### src/rtl/ibex_multdiv_param.sv
// Parametrised multiply/divide unit for the RV M-extension.
// Multiply accumulates one Width x MulKernel partial product per cycle.
// Divide is restoring division, producing one quotient bit per cycle.
// Sign correction is applied combinationally to the registered magnitudes
// while the result is being presented.
module ibex_multdiv_param #(
  parameter int Width     = 32,
  parameter int MulKernel = 16
) (
  input  logic             clk_i,
  input  logic             rst_i,
  input  logic             valid_i,
  output logic             ready_o,
  input  logic [2:0]       op_i,
  input  logic [Width-1:0] op_a_i,
  input  logic [Width-1:0] op_b_i,
  input  logic             data_ind_timing_i,
  input  logic             kill_i,
  output logic             valid_o,
  input  logic             ready_i,
  output logic [Width-1:0] result_o
);

  localparam int NumMulIter = Width / MulKernel;
  localparam int CntW       = $clog2(Width + 1);

  typedef enum logic [1:0] {IDLE, MUL_ITER, DIV_ITER, DONE} state_e;

  state_e               state_q;
  logic [2:0]           op_q;
  logic                 sign_a_q;
  logic                 sign_b_q;
  logic                 div_zero_q;
  logic                 dit_q;
  logic [Width-1:0]     a_mag_q;
  logic [Width-1:0]     b_mag_q;
  logic [2*Width-1:0]   acc_q;
  logic [Width-1:0]     quot_q;
  logic [Width-1:0]     rem_q;
  logic [CntW-1:0]      cnt_q;

  logic                 signed_a_in;
  logic                 signed_b_in;
  logic                 sign_a_in;
  logic                 sign_b_in;
  logic [Width-1:0]     a_mag_in;
  logic [Width-1:0]     b_mag_in;

  int                   mul_shamt;
  logic [MulKernel-1:0] b_chunk;
  logic [Width+MulKernel-1:0] mul_prod;
  logic [2*Width-1:0]   mul_add;
  logic [Width:0]       div_shift;
  logic [Width:0]       div_trial;

  logic [2*Width-1:0]   prod_res;
  logic [Width-1:0]     quot_res;
  logic [Width-1:0]     rem_res;

  assign ready_o = (state_q == IDLE) && !kill_i;
  assign valid_o = (state_q == DONE);

  // Decode operand signedness and magnitudes of the incoming request; the most
  // negative value maps to its correct unsigned magnitude.
  always_comb begin
    signed_a_in = 1'b0;
    signed_b_in = 1'b0;
    case (op_i)
      3'd0, 3'd1, 3'd4, 3'd6: begin
        signed_a_in = 1'b1;
        signed_b_in = 1'b1;
      end
      3'd2:    signed_a_in = 1'b1;
      default: ;
    endcase
    sign_a_in = signed_a_in & op_a_i[Width-1];
    sign_b_in = signed_b_in & op_b_i[Width-1];
    a_mag_in  = sign_a_in ? -op_a_i : op_a_i;
    b_mag_in  = sign_b_in ? -op_b_i : op_b_i;
  end

  // One multiply step and one restoring-divide step. The partial remainder
  // is Width+1 bits wide only while the next dividend bit is shifted in.
  always_comb begin
    mul_shamt = int'(cnt_q) * MulKernel;
    b_chunk   = MulKernel'(b_mag_q >> mul_shamt);
    mul_prod  = {{MulKernel{1'b0}}, a_mag_q} * {{Width{1'b0}}, b_chunk};
    mul_add   = (2*Width)'(mul_prod) << mul_shamt;
    div_shift = {rem_q, quot_q[Width-1]};
    div_trial = div_shift - {1'b0, b_mag_q};
  end

  // Control FSM and datapath registers; kill has priority over everything
  // except reset.
  always_ff @(posedge clk_i or posedge rst_i) begin
    if (rst_i) begin
      state_q    <= IDLE;
      op_q       <= '0;
      sign_a_q   <= 1'b0;
      sign_b_q   <= 1'b0;
      div_zero_q <= 1'b0;
      dit_q      <= 1'b0;
      a_mag_q    <= '0;
      b_mag_q    <= '0;
      acc_q      <= '0;
      quot_q     <= '0;
      rem_q      <= '0;
      cnt_q      <= '0;
    end else if (kill_i) begin
      state_q <= IDLE;
    end else begin
      case (state_q)
        IDLE: begin
          if (valid_i && ready_o) begin
            op_q       <= op_i;
            sign_a_q   <= sign_a_in;
            sign_b_q   <= sign_b_in;
            div_zero_q <= op_i[2] && (op_b_i == '0);
            dit_q      <= data_ind_timing_i;
            a_mag_q    <= a_mag_in;
            b_mag_q    <= b_mag_in;
            acc_q      <= '0;
            quot_q     <= a_mag_in;
            rem_q      <= '0;
            cnt_q      <= '0;
            state_q    <= op_i[2] ? DIV_ITER : MUL_ITER;
          end
        end
        MUL_ITER: begin
          acc_q <= acc_q + mul_add;
          cnt_q <= cnt_q + CntW'(1);
          if (cnt_q == CntW'(NumMulIter - 1)) state_q <= DONE;
        end
        DIV_ITER: begin
          if (div_zero_q && !dit_q) begin
            state_q <= DONE;
          end else begin
            rem_q  <= div_trial[Width] ? div_shift[Width-1:0] : div_trial[Width-1:0];
            quot_q <= {quot_q[Width-2:0], ~div_trial[Width]};
            cnt_q  <= cnt_q + CntW'(1);
            if (cnt_q == CntW'(Width - 1)) state_q <= DONE;
          end
        end
        DONE: begin
          if (ready_i) state_q <= IDLE;
        end
        default: state_q <= IDLE;
      endcase
    end
  end

  // Sign-correct the registered magnitudes and select the result; zero when idle.
  // A zero divisor forces all-ones quotient and the original dividend as remainder.
  always_comb begin
    prod_res = (sign_a_q ^ sign_b_q) ? -acc_q : acc_q;
    if (div_zero_q) begin
      quot_res = '1;
      rem_res  = sign_a_q ? -a_mag_q : a_mag_q;
    end else begin
      quot_res = (sign_a_q ^ sign_b_q) ? -quot_q : quot_q;
      rem_res  = sign_a_q ? -rem_q : rem_q;
    end
    result_o = '0;
    if (state_q == DONE) begin
      case (op_q)
        3'd0:             result_o = prod_res[Width-1:0];
        3'd1, 3'd2, 3'd3: result_o = prod_res[2*Width-1:Width];
        3'd4, 3'd5:       result_o = quot_res;
        default:          result_o = rem_res;
      endcase
    end
  end

endmodule

### config.mk
export PLATFORM = sky130hd
export DESIGN_NAME = ibex_multdiv_param
export DESIGN_NICKNAME = d
export VERILOG_FILES = /design/src/rtl/ibex_multdiv_param.sv
export SDC_FILE = /design/constraint.sdc
export NUM_CORES = 2
export LEC_CHECK = 0
export CAP_MARGIN = 20
export CORE_ASPECT_RATIO = 1.5
export CORE_MARGIN = 3
export CORE_UTILIZATION = 41
export DETAILED_ROUTE_END_ITERATION = 8
export DONT_BUFFER_PORTS = 1
export HOLD_SLACK_MARGIN = 0.06
export MAX_ROUTING_LAYER = met4
export PLACE_DENSITY = 0.52
export SYNTH_ARGS = -nofsm -noshare
export SYNTH_HDL_FRONTEND = slang
export SYNTH_SLANG_ARGS = --single-unit
### constraint.sdc
create_clock -name clk_i -period 26.9 [get_ports clk_i]
set_input_delay 5.38 -clock clk_i [delete_from_list [all_inputs] [get_ports clk_i]]
set_output_delay 5.38 -clock clk_i [all_outputs]
set_load 0.05 [all_outputs]
==> flow_summary.json <==
{
  "antenna_found_initial": 5,
  "arrival_ns": 12.98,
  "final_nets": 5201,
  "crit_end": "acc_q[58]",
  "synth-edff-count": 0,
  "synth_top_family_by_area": "adder cells",
  "synthSimpleGateAreaFrac": 0.1980,
  "worst-setup-path-type": "reg -> reg",
  "grt_pass1_wl_mm": 208.0,
  "clock-root-buffer": "clkbuf_16",
  "syn-instance-count": 4646,
  "r2r-start": "cnt_q[2]",
  "avgViaCountPerCell": 5.829,
  "period_minus_slack_ns": 12.55,
  "seq_area_sq_mm": 0.005186,
  "worstPathRequired_ns": 27.32,
  "netlist-cell-type-count": 97,
  "setup_tns_ns": 0,
  "syn2layout_area_growth_pct": 5.846,
  "hold_buffers": 0,
  "r2r_slack_ns": 14.35,
  "syn_avg_cell_area_sq_um": 7.914,
  "cap_viol_max_count": 0,
  "overflow": 0,
  "drt_iter0_markers": 2645,
  "grt_pass1_vias": 32690,
  "synth_compound_area_frac": 0.1755,
  "pin_count": 107,
  "multi_input_area_sq_mm": 0.02861,
  "grt_max_degree": 107,
  "dpl.hpwl_mm": 106.8,
  "ys_ff_latch": 207,
  "synth_area_leader_cell": "fa_1",
  "skew_ns": 0.08559,
  "yosys_warnings": 0,
  "start_util": 0.4161,
  "synth_area_leaders": "fa_1 23%, dfrtp_1 14%, ha_1 7.7%, nand2_1 6.6%, inv_1 5.8%",
  "core_sq_mm": 0.08836,
  "nFillCells": 8990,
  "clockBufferDepth": 3,
  "cts_tree": "yes",
  "hold_class": "reg -> reg",
  "muxShareOfSynthArea": 0.01858,
  "path_clk_slew_ns": 0.06,
  "synthXorXnorAreaFrac": 0.07480,
  "cp_max_fo": 44,
  "cts_sinks": 207,
  "synth_ff_type": "dfrtp_1",
  "track_usage": 0.2991,
  "reg2regPathDepth": 38,
  "worst_pin_slew_ns": 1.225,
  "fin_crit_sh": 0.4667,
  "rsz0062_at_grt": "no",
  "async_flop_share": 1.000,
  "dieHeight_um": 372.8,
  "netlist.area_leader.share": 0.2287,
  "slew_headroom": 0.1787,
  "dieArea_sq_mm": 0.09338,
  "wl_per_cell_um": 24.11,
  "post_cts_buffers": 0,
  "slew_violations": 0,
  "mappedNetlistNets": 5366,
  "ant_nets": 0,
  "slowest_stage": "nor2_2",
  "synth_seq_area_share": 0.1409,
  "max_stage_delay_ns": 0.89,
  "r2r-end": "acc_q[58]",
  "synthAdderAreaFrac": 0.3059,
  "drive_gt1_frac": 0.04932,
  "die_x_um": 250.5,
  "crit_top_cell": "fa_1",
  "status": "finished clean",
  "end_kind": "flip-flop",
  "drt_wl_total_mm": 136.2,
  "synthesis.area_sq_mm": 0.03677,
  "rows": 133,
  "setup_viol": 0,
  "finalHoldViolCount": 0,
  "h-tree-depth": 1,
  "insertion_delay_ns": 0.65,
  "cts_buffers": 28,
  "io_buffers": 0,
  "gp_congestion": 1.026,
  "start_kind": "flip-flop",
  "cts_resized": 0,
  "drcViolationCount": 0,
  "crit_path_start": "cnt_q[2]",
  "fmax_mhz": 79.66,
  "dr.pass1.iters": 6,
  "via_count": 32930
}
-- kinds of logic after synthesis --
group,Yosys count
simple gates,1531
compound gates,1037
buf+inv,845
fa+ha+maj,647
xor+xnor,314
flops,207
mux,65
-- synthesized netlist by cell type, types with 22 or more instances --
master	number
o31ai_1	58
nand2b_1	30
clkbuf_1	249
fa_1	420
ha_1	227
nor2b_1	33
o21ai_0	350
dfrtp_1	207
xor2_1	147
buf_1	26
inv_1	564
or3_1	28
mux2i_1	57
a211oi_1	26
nand4_1	28
and2_1	212
nor3_1	96
a21oi_1	259
nand2_1	650
xnor2_1	167
nand3_1	110
a31oi_1	38
o21bai_1	22
a21o_1	91
a221oi_1	31
nor2_1	232
-- registers in the layout (all words and copies together), names as in the netlist --
register    cells
cnt_q           6
rem_q          32
acc_q          64
state_q         2
dit_q           1
quot_q         32
div_zero_q      1
a_mag_q        32
sign_a_q        1
b_mag_q        32
op_q            3
sign_b_q        1
-- metal layers --
metal	GRT usage	share of wire
met5	-	0
met2	0.5015	0.49
met4	0.1504	0.063
met3	0.03344	0.053
met1	0.3566	0.39
-- stage by stage --
| step | utilization | instance area, sq um | cells | hold slack (ns) | setup WS [ns] |
|---|---|---|---|---|---|
| detailed placement | 0.4300 | 37990 | 5598 | 0.4708 | 14.71 |
| CTS | 0.4404 | 38910 | 5648 | 0.4843 | 14.66 |
| finish | 0.4404 | 38920 | 5649 | 0.4819 | 14.35 |
| global route | 0.4404 | 38920 | 5649 | 0.5205 | 13.84 |
| floorplan | - | 36770 | 4646 | 0.4701 | 15.43 |
| global placement | 0.4300 | 37990 | 5598 | 0.4635 | 14.93 |
-- critical path, delay by kind of cell (launching register included) --
family                     cells  cell delay (ns)
AOI/OAI and AO/OA             17             4.52
xor gates and xnor gates       2             0.55
adders and majority gates      8             3.89
buffers and inverters          4             0.47
DFF                            1             0.69
muxes                          1             0.16
and+or+nand+nor                6             2.03
-- cell type report --
cell class	instances	share of cell area
Clock inverter	13	0.003794
Clock buffer	37	0.01990
Multi-Input combinational cell	3594	0.7351
Antenna cell	1	0.00006430
Tap cell	1147	0.03688
Sequential cell	207	0.1333
Timing Repair Buffer	84	0.01620
Inverter	566	0.05478
-- placed cells by master, fill, tap and decap left out, drive strengths merged, types with 10 or more instances in the layout --
master and count:
and3 23, and2 214, nor2b 33, nand2b 31, a21o 91, nor3b 14
o21bai 22, a311oi 10, xnor2 167, or3 31, clkinv 12, or2 12
o31ai 59, o221ai 13, a221oi 31, dfrtp 207, a31oi 38, nand3 110
inv 565, buf 84, o21ai 357, o21a 13, nand4 28, nand2 651
or4 13, o41ai 22, nor4 20, a21oi 259, nor2 233, xor2 147
ha 227, clkbuf 37, mux2i 57, a211oi 26, fa 420, nor3 97
-- worst min-delay path by stage --
stage | startpoint | to | cells past startpoint
after floorplan | dit_q | dit_q | 1
after global placement | a_mag_q[26] | a_mag_q[26] | 2
after detailed placement | a_mag_q[21] | a_mag_q[21] | 2
after CTS | a_mag_q[26] | a_mag_q[26] | 2
after global routing | a_mag_q[26] | a_mag_q[26] | 2
final | a_mag_q[26] | a_mag_q[26] | 2
Power is not shown: default switching activity piles up to over one toggle a cycle in this logic, so the estimate is an artifact.
